### src/rtl/line_buf_pkg.sv
// Shared types and constants for the 3x3 line-buffer controller.
package line_buf_pkg;

    typedef enum logic [1:0] {
        ST_IDLE   = 2'd0,
        ST_FILL   = 2'd1,
        ST_STREAM = 2'd2,
        ST_DONE   = 2'd3
    } state_t;

    localparam int KERNEL = 3;

endpackage

### src/rtl/line_buf_ctrl_rc_counter.sv
// Row/column position of the pixel about to be accepted, with a last-pixel flag.
// Latency: position updates on the edge of each inc; last is combinational from the count.
// Backpressure: none; advances only when inc is high.
module rc_counter #(
    parameter int DIM_BIT = 8
) (
    input  logic               clk,
    input  logic               rst,
    input  logic               clr,
    input  logic               inc,
    input  logic [DIM_BIT-1:0] col_max,
    input  logic [DIM_BIT-1:0] row_max,
    output logic [DIM_BIT-1:0] row,
    output logic [DIM_BIT-1:0] col,
    output logic               last
);

    assign last = (row == row_max) && (col == col_max);

    always_ff @(posedge clk) begin
        if (rst || clr) begin
            row <= '0;
            col <= '0;
        end else if (inc) begin
            if (last) begin
                row <= '0;
                col <= '0;
            end else if (col == col_max) begin
                col <= '0;
                row <= row + 1'b1;
            end else begin
                col <= col + 1'b1;
            end
        end
    end

endmodule

### src/rtl/line_buf_ctrl.sv
// Controls an external FIFO as a two-line delay and flags when 3x3 window taps are valid.
// Latency: FIFO strobes same cycle as accept; win_valid/done one cycle after the accept.
// Backpressure: s_ready only in FILL/STREAM; s_valid low stalls everything.
module line_buf_ctrl
    import line_buf_pkg::*;
#(
    parameter int WIDTH    = 8,
    parameter int ADDR_BIT = 4,
    parameter int DIM_BIT  = 8
) (
    input  logic                clk,
    input  logic                rst,
    input  logic                start,
    input  logic [DIM_BIT-1:0]  img_w,
    input  logic [DIM_BIT-1:0]  img_h,
    input  logic                s_valid,
    input  logic [WIDTH-1:0]    s_data,
    output logic                s_ready,
    output logic                fifo_clr,
    output logic                fifo_wen,
    output logic                fifo_ren,
    output logic [WIDTH-1:0]    fifo_in,
    output logic [ADDR_BIT:0]   fifo_depth,
    input  logic [ADDR_BIT:0]   fifo_count,
    input  logic                fifo_empty,
    input  logic                fifo_full,
    output logic                win_valid,
    output logic [DIM_BIT-1:0]  win_row,
    output logic [DIM_BIT-1:0]  win_col,
    output logic                busy,
    output logic                done,
    output logic                cfg_err
);

    state_t               state;
    logic [DIM_BIT-1:0]   w_q;
    logic [DIM_BIT-1:0]   h_q;
    logic [ADDR_BIT:0]    depth_q;
    logic [DIM_BIT-1:0]   row;
    logic [DIM_BIT-1:0]   col;
    logic                 last_pix;
    logic                 cfg_ok;
    logic                 start_ok;
    logic                 accept;
    logic                 in_window;
    logic                 unused_flags;

    // Two full rows must fit in the FIFO for the window's top tap to exist.
    assign cfg_ok    = (img_w >= DIM_BIT'(KERNEL)) && (img_h >= DIM_BIT'(KERNEL)) &&
                       (32'({img_w, 1'b0}) <= (32'(1) << ADDR_BIT));
    assign start_ok  = start && (state == ST_IDLE) && cfg_ok;

    assign s_ready   = !rst && ((state == ST_FILL) || (state == ST_STREAM));
    assign accept    = s_valid && s_ready;
    assign fifo_wen  = accept;
    assign fifo_in   = s_data;
    assign fifo_ren  = accept && (state == ST_STREAM);
    // Combinational so the FIFO is already empty on the first FILL cycle.
    assign fifo_clr  = rst || start_ok;
    assign fifo_depth = depth_q;

    assign in_window = (row >= DIM_BIT'(KERNEL - 1)) && (col >= DIM_BIT'(KERNEL - 1));
    assign unused_flags = fifo_empty ^ fifo_full;

    rc_counter #(.DIM_BIT(DIM_BIT)) u_rc (
        .clk     (clk),
        .rst     (rst),
        .clr     (start_ok),
        .inc     (accept),
        .col_max (w_q - 1'b1),
        .row_max (h_q - 1'b1),
        .row     (row),
        .col     (col),
        .last    (last_pix)
    );

    always_ff @(posedge clk) begin
        if (rst) begin
            state     <= ST_IDLE;
            w_q       <= '0;
            h_q       <= '0;
            depth_q   <= '0;
            busy      <= 1'b0;
            done      <= 1'b0;
            cfg_err   <= 1'b0;
            win_valid <= 1'b0;
            win_row   <= '0;
            win_col   <= '0;
        end else begin
            done      <= 1'b0;
            win_valid <= accept && in_window;
            win_row   <= (accept && in_window) ? row : '0;
            win_col   <= (accept && in_window) ? col : '0;
            case (state)
                ST_IDLE: begin
                    if (start) begin
                        if (cfg_ok) begin
                            w_q     <= img_w;
                            h_q     <= img_h;
                            depth_q <= (ADDR_BIT+1)'({img_w, 1'b0});
                            cfg_err <= 1'b0;
                            busy    <= 1'b1;
                            state   <= ST_FILL;
                        end else begin
                            cfg_err <= 1'b1;
                        end
                    end
                end
                ST_FILL: begin
                    if (accept && (fifo_count == depth_q - 1'b1))
                        state <= ST_STREAM;
                end
                ST_STREAM: begin
                    if (accept && last_pix) begin
                        done  <= 1'b1;
                        state <= ST_DONE;
                    end
                end
                default: begin
                    busy  <= 1'b0;
                    state <= ST_IDLE;
                end
            endcase
        end
    end

endmodule

### config.mk
export PLATFORM = sky130hd
export DESIGN_NAME = line_buf_ctrl
export DESIGN_NICKNAME = d
export VERILOG_FILES = /design/src/rtl/line_buf_pkg.sv /design/src/rtl/line_buf_ctrl_rc_counter.sv /design/src/rtl/line_buf_ctrl.sv
export SDC_FILE = /design/constraint.sdc
export NUM_CORES = 1
export LEC_CHECK = 0
export CORE_ASPECT_RATIO = 0.7
export CORE_MARGIN = 5
export CORE_UTILIZATION = 30
export CTS_CLUSTER_SIZE = 25
export DETAILED_ROUTE_END_ITERATION = 8
export DONT_BUFFER_PORTS = 1
export PLACE_DENSITY = 0.52
export SYNTH_ARGS = -nofsm -noshare
export SYNTH_HDL_FRONTEND = slang
export SYNTH_SLANG_ARGS = --single-unit
### constraint.sdc
create_clock -name clk -period 3.25 [get_ports clk]
set_input_delay 0.325 -clock clk [delete_from_list [all_inputs] [get_ports clk]]
set_output_delay 0.325 -clock clk [all_outputs]
set_load 0.05 [all_outputs]
# Word level (Yosys, flattened, before mapping)
# Index checks and enable logic that the tools add are counted.
# W data, S select, Z words.
# word_totals
regBits	58
latchBits	0
ramBits	0
rom_bits	0
inputBits	35
output_inout_bits	37
word_cells	73
memories	0
# classes
add_sub_neg	5
multipliers	0
n_div	0
magnitude_cmp	5
n_eq_ne	9
shifts	0
n_mux	14
bitwise_logic	3
reduce_logical	25
# ops
op	n
$ge A8 B2 Y1 const B	4
$mux W8	4
$add A8 B1 Y8 const B	2
$eq A8 B8 Y1	2
$sub A8 B1 Y8 const B	2
$logic_and A1 B1 Y1	12
$le A9 B5 Y1 const B	1
$mux W2	4
$pmux W2 S3	1
$reduce_and A3 Y1	2
$reduce_or A2 Y1	3
$eq A5 B5 Y1	1
$sub A5 B1 Y5 const B	1
$mux W1	4
$ne A2 B1 Y1 const B	2
$ne A2 B2 Y1 const B	2
$reduce_and A2 Y1	2
$reduce_and A4 Y1	1
$not A1 Y1	3
$eq A2 B1 Y1 const B	1
$eq A2 B2 Y1 const B	1
$logic_not A2 Y1	1
$logic_or A1 B1 Y1	2
$pmux W1 S2	1
2 further kinds	2

# Logic depth before layout (Yosys ltp)
# depth
word_depth	7
mapped_depth	10
ltp_nobuf	9

# Modules after synthesis
# From an unflattened synthesis, not the netlist that was laid out.
# hier_totals
cells_unflattened	288
hier_area_um2	2693.8
# by_module_without_submodules
mod	n_inst	cells_per_inst	area_each_um2	seq_area_each_um2
line_buf_ctrl	1	183	1757.9	760.7
rc_counter	1	105	935.9	320.3

# Worst setup path before layout
# Ideal clock, no wire load.
# synth_timing
path_type	reg-to-reg
start	register w_q[0]
end	register state[1]
setup_ps	123
arrival_time_ps	2557
t_required_ps	3127
setup_slack_ps	570
path_stages_with_launch	10
path_buffers	0
synth_period_minus_slack_ps	2680
path_cell_list	dfxtp_1 > inv_1 > ha_1 > xnor2_1 > a21oi_1 > o2111ai_1 > or4_1 > nand3b_4 > a222oi_1 > mux2_1
# synth_via
elab_chain_len	6
# synth_rtl
item	line_no	source
from (decl)	line_buf_ctrl.sv:36	logic [DIM_BIT-1:0] w_q;
from (signal assigned)	line_buf_ctrl.sv:98	w_q <= img_w;
$sub A8 B1 Y8	line_buf_ctrl.sv:70	.col_max (w_q - 1'b1),
$eq A8 B8 Y1	line_buf_ctrl_rc_counter.sv:18	assign last = (row == row_max) && (col == col_max);
$logic_and A1 B1 Y1	line_buf_ctrl_rc_counter.sv:18	
$logic_and A1 B1 Y1	line_buf_ctrl.sv:114	if (accept && last_pix) begin
$ne A2 B1 Y1 (no source line)	--	
$reduce_and A4 Y1 (no source line)	--	
to (signal assigned)	line_buf_ctrl.sv:111	state <= ST_STREAM;
to (signal assigned)	line_buf_ctrl.sv:116	state <= ST_DONE;
to (signal assigned)	line_buf_ctrl.sv:121	state <= ST_IDLE;
to (decl)	line_buf_ctrl.sv:35	state_t state;
# No other way between the ends.
# A chain may end at the register's enable or synchronous reset.

# Worst setup path after layout
# layout_timing
start	register state[0]
end	register state[1]
# layout_via
elab_chain_len	7
elab_cells_between_ends	14
cone_classes	eq/ne: 6; mux: 1; reduce/logical: 7
# layout_rtl
item	line_no	source
from (signal assigned)	line_buf_ctrl.sv:79	state <= ST_IDLE;
from (signal assigned)	line_buf_ctrl.sv:103	state <= ST_FILL;
from (signal assigned)	line_buf_ctrl.sv:111	
$eq A2 B1 Y1 or $eq A2 B2 Y1 (tied branches)	line_buf_ctrl.sv:53, line_buf_ctrl.sv:94	
$logic_or A1 B1 Y1	line_buf_ctrl.sv:53	assign s_ready = !rst && ((state == ST_FILL) || (state == ST_STREAM));
$logic_and A1 B1 Y1	line_buf_ctrl.sv:53	
$logic_and A1 B1 Y1	line_buf_ctrl.sv:54	assign accept = s_valid && s_ready;
$logic_and A1 B1 Y1, on equally long branches	line_buf_ctrl.sv:114, line_buf_ctrl.sv:110	
$ne A2 B1 Y1 (no source line)	--	
$reduce_and A4 Y1 (no source line)	--	
# Parallel ways exist; a longest one is shown, timed or not.

==> impl_results.md <==
* DIE WIDTH at 123 um
* Final setup violation count at 0
* First-pass GRT wire length at 9.40 mm
* Fraction of layout cells with a size suffix above 1 at 0.0741
* PortBufs at 0
* Crit end category: flop
* RSZ-0062 raised after global routing: no
* Hold_sp: rst
* Reg2reg start: state[0]$_SDFFE_PP0P_
* Area leader, netlist: dfxtp_1
* Ranking of synthesized cells by area: dfxtp_1 (40%), xor2_1 (5.8%), and2_1 (4.9%), xnor2_1 (4.5%), mux2i_1 (4.5%)
* Worst R2R End: state[1]$_SDFFE_PP0P_
* Area of the multi-input gates at 1440 um2
* Largest family of logic cells by synthesized area: simple AND/OR/NAND/NOR gates
* Chip height at 89.4 um
* Setup_tns at 0 ps
* Register-to-register setup slack at 330 ps
* CTS Sinks at 54
* HPWL after detailed placement at ~4.5 mm
* Startpoint Class: flop
* Worst-path clk slew at roughly 60 ps
* Worst Path Arrival at 3100 ps
* Layout Nets at 341
* Post-synth top cells: dfxtp_1 (54), nor2_1 (31), and2_1 (21)
* Post-Synth Simple-Gate Area at 0.238
* Max Slew Vio Count at 0
* Die area at 11000 um2
* Post-CTS sizing at 0
* Longest Clk Path Bufs at 2
* Layout area overhead at 8.76%
* Fmax at 342 MHz
* Number of synthesized flops with an enable pin at 0
* Gr usage total at 0.110
* Worst Hold Class: in2reg
* Mapped Nets at approximately 340
* Peak VDD IR at just over 0.0002 V
* Vias in the first global route at approximately 1800
* Max cap viols at 0
* Clk_skew at 5.85 ps
* Final wirelength at 5.73 mm
* Final Worst Setup Slack at roughly 330 ps
* Core box area at a little under 9000 um2
* Per-cell routed wire length at ~14 um
* Initial core utilization at 0.302
* Detail Route Antenna Nets at 0
* Row count at 29
* Worst-path cell chain: inv_1, ha_1, nand3b_1, nor2_1, o2111ai_1, or4_1, nand3b_4, a222oi_1, mux2_1
* Filler Cell Count at 962
* Most used DFF post-synth: dfxtp_1
* Seq. cell area at between 1000 and 1500 um2
* DR pass1 iterations at 4
* Final hold vios at 0
* Synthesized area per cell at ~9 um2
* Mux contribution to synthesized area at 0.0487
* Largest net degree at the start of global routing at 20
* Clock tree root driver cell: clkbuf_16
* TritonCTS clock tree: built
* Post-CTS Hold Fix Bufs at 0
* Synth Area in Adders at 0.0417
* CP required at about 3400 ps
* H-tree Lvls at 2
* Grt ovf at 0
* Number of synthesized register bits at 54
* Sequential area share after synthesis at 0.401
* CTS buffer count at 5
* Vias per cell at 4.62
* CP max FO at 4
* Period utilization at 0.899
* Setup bufs post-CTS at 0
* Top cell type's share of synthesized area at 0.401
* Count leader, synth: dfxtp_1
* Synthesized area at 2700 um2
* Placer congestion estimate at 0.797
* Yosys cell types at between 40 and 50
* Synth Area in XOR/XNOR at 0.110
* Slew @ Worst Pin at 773 ps
* Worst slack, placed at 291 ps
* P_leak at approximately 1.2 nW
* Initial drt markers at 92
* R2R depth at 9
* Antenna fix cells at 0
* Pwr dens at 447 nW/um2
* Slowest-stage cell, CP: or4_1
* Run status: finished, final reports clean
* Rel. slew slack at 0.483
* Compound-gate portion of the synthesized area at 0.0936
* Hold-critical path depth at 1
* Largest stage delay, worst path at 560 ps
* Setup CP Type: reg2reg
* Yosys warnings at 0
* Detailed-route via count at roughly 1900
* I/O Pins at 72
* Initial antenna violation count at 0
* Mapped Cells at 300
* Post-route DRC at 0
* Worst Hold Endpoint: busy$_SDFFE_PP0P_
* Post-synthesis async set-or-reset flop share at 0
* Clk_lat worst skew at 290 ps
* Fin crit period at 2920 ps
cell families (layout without fill, tap and decap cells):
| family | Yosys count | after routing |
|---|---|---|
| XOR/XNOR | 33 | 33 |
| flip-flops | 54 | 54 |
| adder cells (fa/ha/maj) | 9 | 9 |
| multiplexers | 13 | 13 |
| AO/OA/AOI/OAI | 42 | 42 |
| AND/OR/NAND/NOR | 116 | 116 |
| buffers and inverters | 32 | 29 |
| other | 1 | 1 |
registers in the layout, indices dropped and copies added (netlist names):
signal	count
busy	1
cfg_err	1
done	1
h_q	8
state	2
u_rc.col	8
u_rc.row	8
w_q	8
win_col	8
win_row	8
win_valid	1
critical path, delay by kind of cell (launching register included):
| kind | cells | cell delay [ps] |
|---|---|---|
| fa+ha+maj | 1 | 330 |
| buf+inv | 1 | 70 |
| flops | 1 | 360 |
| simple gates | 4 | 1110 |
| compound gates | 2 | 570 |
| mux | 1 | 360 |
report_power, final:
group          leakage [nW]  total [mW]  switching [mW]  internal (mW)
Combinational         0.752       0.105          0.0647         0.0402
Sequential            0.435       0.690          0.0194          0.671
Clock                0.0619       0.516           0.235          0.281
layout by cell type, fill, tap and decap left out, types with 3 or more instances in the layout:
cell       Yosys  final
dfxtp_1       54     54
nor2_1        31     31
and2_1        21     21
nand2_1       18     18
a21oi_1       18     18
xor2_1        18     18
xnor2_1       14     14
mux2i_1       12     12
inv_1         10     10
buf_4         13     10
ha_1           9      9
and3_1         7      7
nor4_1         7      7
o21ai_0        7      7
nor3_1         6      6
nand3b_1       5      5
nand3_1        5      5
clkbuf_16      0      5
nand4_1        4      4
a211oi_1       3      3
a31oi_1        3      3
worst max path at each step:
stage,start,endpoint,slack [ps]
final,state[0]$_SDFFE_PP0P_,state[1]$_SDFFE_PP0P_,330
after detailed placement,state[0]$_SDFFE_PP0P_,state[1]$_SDFFE_PP0P_,290
after CTS,state[0]$_SDFFE_PP0P_,state[1]$_SDFFE_PP0P_,280
after global routing,state[0]$_SDFFE_PP0P_,u_rc.row[2]$_SDFFE_PP0P_,50
after floorplan,w_q[0]$_SDFFE_PP0P_,state[1]$_SDFFE_PP0P_,570
after global placement,state[0]$_SDFFE_PP0P_,state[1]$_SDFFE_PP0P_,310
layer usage:
metal	track usage	wire, um	vias up
met5	0	0	-
met4	0.0211	42	0
met3	0.0455	536	6
met2	0.132	1930	72
met1	0.175	3220	863
li1	-	-	1004
through the flow:
step,cells,util,hold WS (ps),total power [mW],instance area [um2]
after floorplan,300,-,450,0.817,2700
after global placement,414,0.313,399,0.810,2800
after detailed placement,414,0.313,401,0.811,2800
after CTS,421,0.329,92.8,1.32,2940
after global routing,421,0.329,85.1,1.37,2940
final,421,0.329,99.6,1.31,2940
area by class of cell:
type / count / area share
clock inverters: 2 / 0.00512
repair buffers: 10 / 0.0256
flip-flops and latches: 54 / 0.368
multi-input cells: 214 / 0.490
clock buffers: 5 / 0.0426
inverters: 12 / 0.0153
well taps: 124 / 0.0529
(Power assumes the default switching activity.)
